## src/rtl/ripple_count_monitor.sv

```systemverilog
// ripple_count_monitor
// Brings an asynchronous up/down ripple counter into the CLK domain. The
// COUNT/UPDN lines are double-flop synchronised, ripple glitches are rejected
// by a run-length stability filter, and each accepted value is classified
// (wrap, compare match, step skip) and queued in a small event FIFO.
//
// Optional feature macro: RCM_SKIP_DETECT_EN
//   defined   : SKIP flag compares the new value against old +/- 1
//   undefined : SKIP flag tied to 0, comparison logic removed
//
// Ports
//   CLK         system clock, rising edge
//   RESET_N     asynchronous active-low reset
//   COUNT_IN    ripple counter value (asynchronous)
//   UPDN_IN     counter direction, 1 = up (asynchronous)
//   CMP_VAL     quasi-static compare value
//   COUNT_SYNC  last accepted count
//   CHANGE      one-cycle pulse per acceptance
//   EVT_VALID   event FIFO non-empty
//   EVT_READY   consumer takes head entry
//   EVT_COUNT   head entry count
//   EVT_FLAGS   head entry flags {SKIP, MATCH, WRAP}
//   OVF         sticky: an event was dropped on a full FIFO
module ripple_count_monitor #(
   parameter int unsigned WIDTH         = 4,
   parameter int unsigned STABLE_CYCLES = 2,
   parameter int unsigned DEPTH         = 4
) (
   input  logic             CLK,
   input  logic             RESET_N,
   input  logic [WIDTH-1:0] COUNT_IN,
   input  logic             UPDN_IN,
   input  logic [WIDTH-1:0] CMP_VAL,
   output logic [WIDTH-1:0] COUNT_SYNC,
   output logic             CHANGE,
   output logic             EVT_VALID,
   input  logic             EVT_READY,
   output logic [WIDTH-1:0] EVT_COUNT,
   output logic [2:0]       EVT_FLAGS,
   output logic             OVF
);

   localparam int unsigned AW = (DEPTH > 1) ? $clog2(DEPTH) : 1;
   localparam int unsigned EW = WIDTH + 3;
   localparam int unsigned RW = 3;
   localparam logic [WIDTH-1:0] MAX_VAL   = '1;
   localparam logic [RW-1:0]    RUN_MAX   = '1;
   localparam logic [RW-1:0]    RUN_NEED  = RW'(STABLE_CYCLES);
   localparam logic [AW:0]      DEPTH_OCC = (AW + 1)'(DEPTH);

   logic [WIDTH-1:0] cnt_s1, cnt_s2;
   logic             dir_s1, dir_s2;
   logic [RW-1:0]    run;
   logic             accept;
   logic             wrap, match, skip;

   logic [EW-1:0]    mem [DEPTH];
   logic [AW-1:0]    wr_ptr, rd_ptr;
   logic [AW:0]      occ;
   logic             full, pop, write_en;
   logic [EW-1:0]    head;

   // Two-flop synchronisers plus run-length counter of the s2 value.
   // cnt_s1 is the next s2, so a mismatch here means s2 changes this edge.
   always_ff @(posedge CLK or negedge RESET_N) begin
      if (!RESET_N) begin
         cnt_s1 <= '0;
         cnt_s2 <= '0;
         dir_s1 <= 1'b0;
         dir_s2 <= 1'b0;
         run    <= '0;
      end else begin
         cnt_s1 <= COUNT_IN;
         cnt_s2 <= cnt_s1;
         dir_s1 <= UPDN_IN;
         dir_s2 <= dir_s1;
         if (cnt_s1 != cnt_s2) begin
            run <= RW'(1);
         end else if (run != RUN_MAX) begin
            run <= run + RW'(1);
         end
      end
   end

   // Acceptance and classification of the stable s2 value.
   always_comb begin
      accept = (run >= RUN_NEED) && (cnt_s2 != COUNT_SYNC);
      wrap   = dir_s2 ? ((COUNT_SYNC == MAX_VAL) && (cnt_s2 == '0))
                      : ((COUNT_SYNC == '0) && (cnt_s2 == MAX_VAL));
      match  = (cnt_s2 == CMP_VAL);
`ifdef RCM_SKIP_DETECT_EN
      skip   = dir_s2 ? (cnt_s2 != COUNT_SYNC + WIDTH'(1))
                      : (cnt_s2 != COUNT_SYNC - WIDTH'(1));
`else
      skip   = 1'b0;
`endif
   end

   // Accepted value register and change pulse.
   always_ff @(posedge CLK or negedge RESET_N) begin
      if (!RESET_N) begin
         COUNT_SYNC <= '0;
         CHANGE     <= 1'b0;
      end else begin
         CHANGE <= accept;
         if (accept) begin
            COUNT_SYNC <= cnt_s2;
         end
      end
   end

   // FIFO control; a push on a full FIFO only lands if a pop frees the slot.
   always_comb begin
      full     = (occ == DEPTH_OCC);
      pop      = EVT_VALID && EVT_READY;
      write_en = accept && (!full || pop);
   end

   always_ff @(posedge CLK or negedge RESET_N) begin
      if (!RESET_N) begin
         for (int unsigned i = 0; i < DEPTH; i++) begin
            mem[i] <= '0;
         end
         wr_ptr <= '0;
         rd_ptr <= '0;
         occ    <= '0;
         OVF    <= 1'b0;
      end else begin
         if (write_en) begin
            mem[wr_ptr] <= {cnt_s2, skip, match, wrap};
            wr_ptr      <= wr_ptr + AW'(1);
         end
         if (pop) begin
            rd_ptr <= rd_ptr + AW'(1);
         end
         case ({write_en, pop})
            2'b10:   occ <= occ + (AW + 1)'(1);
            2'b01:   occ <= occ - (AW + 1)'(1);
            default: occ <= occ;
         endcase
         if (accept && full && !pop) begin
            OVF <= 1'b1;
         end
      end
   end

   // Head entry presented directly from storage; stable until popped.
   always_comb begin
      head      = mem[rd_ptr];
      EVT_VALID = (occ != '0);
      EVT_COUNT = head[EW-1:3];
      EVT_FLAGS = head[2:0];
   end

endmodule

```

## config.mk

```make
export PLATFORM = sky130hd
export DESIGN_NAME = ripple_count_monitor
export DESIGN_NICKNAME = d
export VERILOG_FILES = /design/src/rtl/ripple_count_monitor.sv
export SDC_FILE = /design/constraint.sdc
export NUM_CORES = 1
export LEC_CHECK = 0
export CORE_UTILIZATION = 35
export DETAILED_ROUTE_END_ITERATION = 8
export DONT_BUFFER_PORTS = 1
export PLACE_DENSITY = 0.6
export SETUP_SLACK_MARGIN = 0.5
export SYNTH_ARGS = -nofsm -noshare
export SYNTH_HDL_FRONTEND = slang
export SYNTH_SLANG_ARGS = --single-unit
export TNS_END_PERCENT = 5
```

## constraint.sdc

```tcl
create_clock -name CLK -period 3.3 [get_ports CLK]
set_input_delay 0.33 -clock CLK [delete_from_list [all_inputs] [get_ports CLK]]
set_output_delay 0.33 -clock CLK [all_outputs]
set_load 0.03 [all_outputs]
```

Word-level counts from Yosys, hierarchy flattened. Cells that the tools add are included.

$mul: 0. Muxes and demuxes: 10. Reductions and logical operators: 16. Eq/ne operators: 9. Add/sub/neg operators: 5. Shifts and indexed selects: 0. Bitwise logic cells: 2. Divide/modulo/power cells: 0. Magnitude comparators: 4.

Operator list (count): $bwmux W28 (1); $mux W7 (3); $bmux W7 S2 (1); $demux W7 S2 (1); $eq A4 B4 Y1 const B (2); $logic_and A1 B1 Y1 (8); $logic_not A4 Y1 (2); $ne A4 B4 Y1 (2); $add A3 B1 Y3 const B (2); $ge A3 B3 Y1 const B (2); $mux W3 (2); $not A2 Y3 (2); $pmux W3 S2 (1); $add A2 B1 Y2 const B (2); $eq A4 B4 Y1 (1); $reduce_bool A2 Y1 (2); $eq A3 B3 Y1 const B (1); $ge A3 B2 Y1 const B (1); $lt A3 B1 Y1 const B (1); $ne A3 B3 Y1 const B (1); $reduce_bool A3 Y1 (1); $sub A3 B1 Y3 const B (1); $eq A2 B1 Y1 const B (1); $eq A2 B2 Y1 const B (1); other kinds (3) (4).

Word-level logic and storage cells: 61. Bits in read-only memories: 0. Bits in writable memories: 0. Output and inout port bits: 14. Flip-flop bits (word level): 54. Memories: 0. Latch bits: 0.

Depth between registers and ports, before layout.
Depth after elaboration: 6. Mapped depth: 12. Mapped depth without buffers: 10.

Least setup slack after synthesis. No wires, ideal clock.

Path kind: flip-flop to flip-flop. Start point: reg COUNT_SYNC[2]. End point: reg occ[2]. Stages on the path, launching flop included: 12. Data arrival time: 2.239 ns. Setup slack: 0.982 ns. Required time: 3.221 ns. Cells stage by stage: dfrtp_1 -> xnor2_1 -> a41oi_2 -> buf_4 -> and2_2 -> inv_1 -> ha_1 -> inv_1 -> fa_1 -> xor2_1 -> nor2_1 -> xor2_1.

Word-level cells in the longest chain between the ends: 5. Elaborated cells between the ends (all ways): 7.

Ends and longest elaborated chain: start, declared (line 34) `output logic [WIDTH-1:0] COUNT_SYNC,`; start signal, assigned (line 107) `COUNT_SYNC <= cnt_s2;`; $ne A4 B4 Y1 * (line 87) `accept = (run >= RUN_NEED) && (cnt_s2 != COUNT_SYNC);`; $logic_and A1 B1 Y1 * (line 87); via accept (line 54) `logic accept;`; $logic_and A1 B1 Y1 * (line 116) `write_en = accept && (!full || pop);`; $eq A2 B1 Y1 / $eq A2 B2 Y1 (equally long branches) (line 136) `case ({write_en, pop})`; $pmux W3 S2 / $reduce_bool A2 Y1 (equally long branches); end signal, assigned (line 137) `2'b10: occ <= occ + (AW + 1)'(1);`; end signal, assigned (line 138) `2'b01: occ <= occ - (AW + 1)'(1);`; end, declared (line 59) `logic [AW:0] occ;`.

Mark *: on every way through the listed nets, which the timed path passes. The rest lies on a longest branch. A chain may end at the register's enable or synchronous reset.

Worst setup path after layout.
Start point: reg occ[0]. End point: reg occ[2].

Word-level cells in the longest chain between the ends: 6. Elaborated cells between the ends (all ways): 12.

Ends and longest elaborated chain (line): $eq A3 B3 Y1 / $reduce_bool A3 Y1 (equally long branches) (114, 150); $logic_not A1 Y1 / $logic_and A1 B1 Y1 (equally long branches) (116, 115); $logic_or A1 B1 Y1 (116); $logic_and A1 B1 Y1 (116); $eq A2 B1 Y1 / $eq A2 B2 Y1 (equally long branches) (136); $pmux W3 S2 / $reduce_bool A2 Y1 (equally long branches).

Parallel ways exist; a longest one is shown, timed or not.

==> qor.txt <==
status = complete, no violations
Setup WS post-layout = 899 ps
clock tree from TritonCTS = done
post-synthesis mux area share = 23.4%
CP delay by family, top = simple AND/OR/NAND/NOR gates
Num CTS Buffers = 5
Num Clock Sinks = 50
pwr dens = 780 nW/um^2
switching power total = 716 uW
Post-synth EDFFs = 0
DR WL/cell = 17.6 um
largest family of logic cells by synthesized area = multiplexers
Core Box Area = 6760 um^2
setup violators final = 0
Cells after Synth = 161
Final Max Slew Viols = 0
Synthesis Warnings = 0
Synth Flop Type = dfrtp_1
post-synthesis xor/xnor area fraction = 6.82%
adder-cell share of the synthesized area = 4.41%
Die Y = 85.5 um
global route overflow = 0
pre-CTS WS = 905 ps
met3 WL post-DR = 191 um
Setup CP Type = flop to flop
combinational share of power = 31.1%
Final Skew = 9.29 ps
Max VDD drop = 177 uV
WHS = 55.0 ps
Fill cells = 626
Syn Std Cell Area = 2440 um^2
Reg clk slew, reported paths = 90 ps
GRT Util Overall = 12.9%
Rel. slew slack = 57.0%
H-tree depth = 2
ranking of synthesized cells by area = dfrtp_1 51%, mux2_4 15%, mux4_2 5.5%
Net Sw Frac = 35.8%
Synth Area in Simple Gates = 6.87%
post-CTS sizing = 0
Internal = 1.29 mW
Pleak = 1.14 nW
Post-synth top cells = 50 x dfrtp_1, 24 x mux2_4, 11 x xnor2_1, 8 x buf_6, 8 x xor2_1
clock tree root buffer cell = clkbuf_8
Crit Path Max Fanout = 6
Crit path required time = 3520 ps
initial antenna violation count = 0
die area = 7310 um^2
# IOs = 26
Final period util = 72.8%
die extent in x = 85.5 um
PortBufs = 0
sequential power share = 51.8%
Worst Path Buf+Inv = 2
cell taking the most area after synthesis = dfrtp_1
setup_tns = 0 ps
flops & latches, synth = 50
Worst EP arrival = 2620 ps
syn nets = 181
count of final hold-check violations = 0
Multi-input gate area = 1050 um^2
clock latency on the worst-skew pair = 300 ps
first-pass GRT wire length = 7100 um
Syn Area/Cell = 15.2 um^2
Total Power = 2.00 mW
Ant. Diodes = 0
HPWL after DPL = 3000 um
proportion of layout cells with a drive suffix above 1 = 31.7%
CP max stage delay = 570 ps
minimum clock period after layout = 2400 ps
final WL = 4240 um
post-route ant nets = 0
post-synth top area share = 51.3%
worst-case clock buffer depth = 2
power share of the clock group = 17.1%
R2R Setup Slk = 900 ps
nets = 180
Hold Crit Class = input pin to flop
vias = 1220
Area growth, synth to finish = 5.18%
Highest Clock Rate = 416 MHz
sequential-to-total area share from yosys stat = 51.3%
Synth cell types = 36
cell with the most instances after synthesis = dfrtp_1
fin util = 38.0%
initial core utilization = 36.1%
Crit. End Element = flop
row count = 30
WL met1 = 1760 um
Via density = 5.06
1st-iter DRT viols = 51
max cap viols = 0
Critical Path Slowest Stage Cell = or4b_4
Remaining DRCs = 0
worst slew pin tran = 639 ps
CP startpoint kind = flop
RSZ-0062 raised after global routing = no
DR pass1 iterations = 2
Sequential Area = 1250 um^2
Cell Chain, Critical Path = or4b_4, and2_2, inv_1, ha_1, inv_1, fa_1, xor2_1, nor2_1, xor2_1
Synth Area in Compound Gates = 1.54%
uppermost layer routed = met4
met2 wire length = 2230 um
RePlAce Congestion = 0.725
Synth async-reset ratio = 100%
vias in the first global route = 1343
largest net degree at the start of global routing = 51
==> cell usage in the layout (no fill, tap or decap), types with 2 or more instances in the layout <==
cell type  instances
and3_1             2
and3_4             2
buf_4              2
clkbuf_8           5
dfrtp_1           50
ha_1               7
inv_1              6
mux2_2             4
mux2_4            24
mux2i_1            3
mux4_2             6
nand3_1            2
nor2_1             4
nor4b_1            2
xnor2_1           11
xor2_1             8
==> cell type report <==
class                      instances  share of cell area, %
sequential                        50                   48.8
multi-input combinational         93                   41.1
tap                               80                   3.90
clock buffer                       6                   2.83
timing repair buffer               4                   2.05
inverter                           6                  0.878
clock inverter                     2                  0.536
==> final timing paths <==
kind                               startpoint             endpoint  depth (start not counted)
setup / recovery           occ[0]$_DFFE_PN0P_   occ[2]$_DFFE_PN0P_                          9
hold / removal                    COUNT_IN[2]  cnt_s1[2]$_DFF_PN0_                          0
setup reg to reg           occ[0]$_DFFE_PN0P_   occ[2]$_DFFE_PN0P_                          9
hold reg to reg              dir_s1$_DFF_PN0_     dir_s2$_DFF_PN0_                          0
max in group asynchronous             RESET_N   occ[1]$_DFFE_PN0P_                          2
min in group asynchronous             RESET_N  mem[15]$_DFFE_PN0P_                          2
==> cells by family after synthesis <==
kind of cell,count (synthesis)
DFF,50
muxes,37
and+or+nand+nor,24
xor gates and xnor gates,19
buffers and inverters,18
adders and majority gates,8
AOI/OAI and AO/OA,4
other,1
==> stage by stage <==
stage,std cells,area [um^2]
detailed placement,231,2440
floorplan,161,2440
CTS,241,2570
global route,241,2570
finish,241,2570
global placement,231,2440
==> layer usage <==
| metal | up-vias | GRT usage [%] |
|---|---|---|
| met3 | 6 | 3.85 |
| met4 | 0 | 3.64 |
| met5 | - | 0 |
| li1 | 550 | - |
| met1 | 642 | 15.0 |
| met2 | 22 | 22.9 |
==> state kept, by name (all words and copies together), names as in the netlist <==
signal / flops
mem: 24
rd_ptr: 2
wr_ptr: 2
occ: 3
CHANGE: 1
cnt_s2: 4
dir_s2: 1
OVF: 1
COUNT_SYNC: 4
run: 3
cnt_s1: 4
dir_s1: 1
==> power by group through the flow <==
stage | clock [mW] | combinational [mW] | sequential (mW)
floorplan | 0 | 0.602 | 0.952
global placement | 0 | 0.589 | 1.04
detailed placement | 0 | 0.613 | 1.05
CTS | 0.354 | 0.636 | 1.04
global route | 0.386 | 0.680 | 1.07
finish | 0.342 | 0.624 | 1.04
==> repair_timing <==
item	CTS	global route
endpoints found under the hold margin	50	0
hold buffers	2	0
buffers inserted	0	0
(Power assumes the default switching activity.)
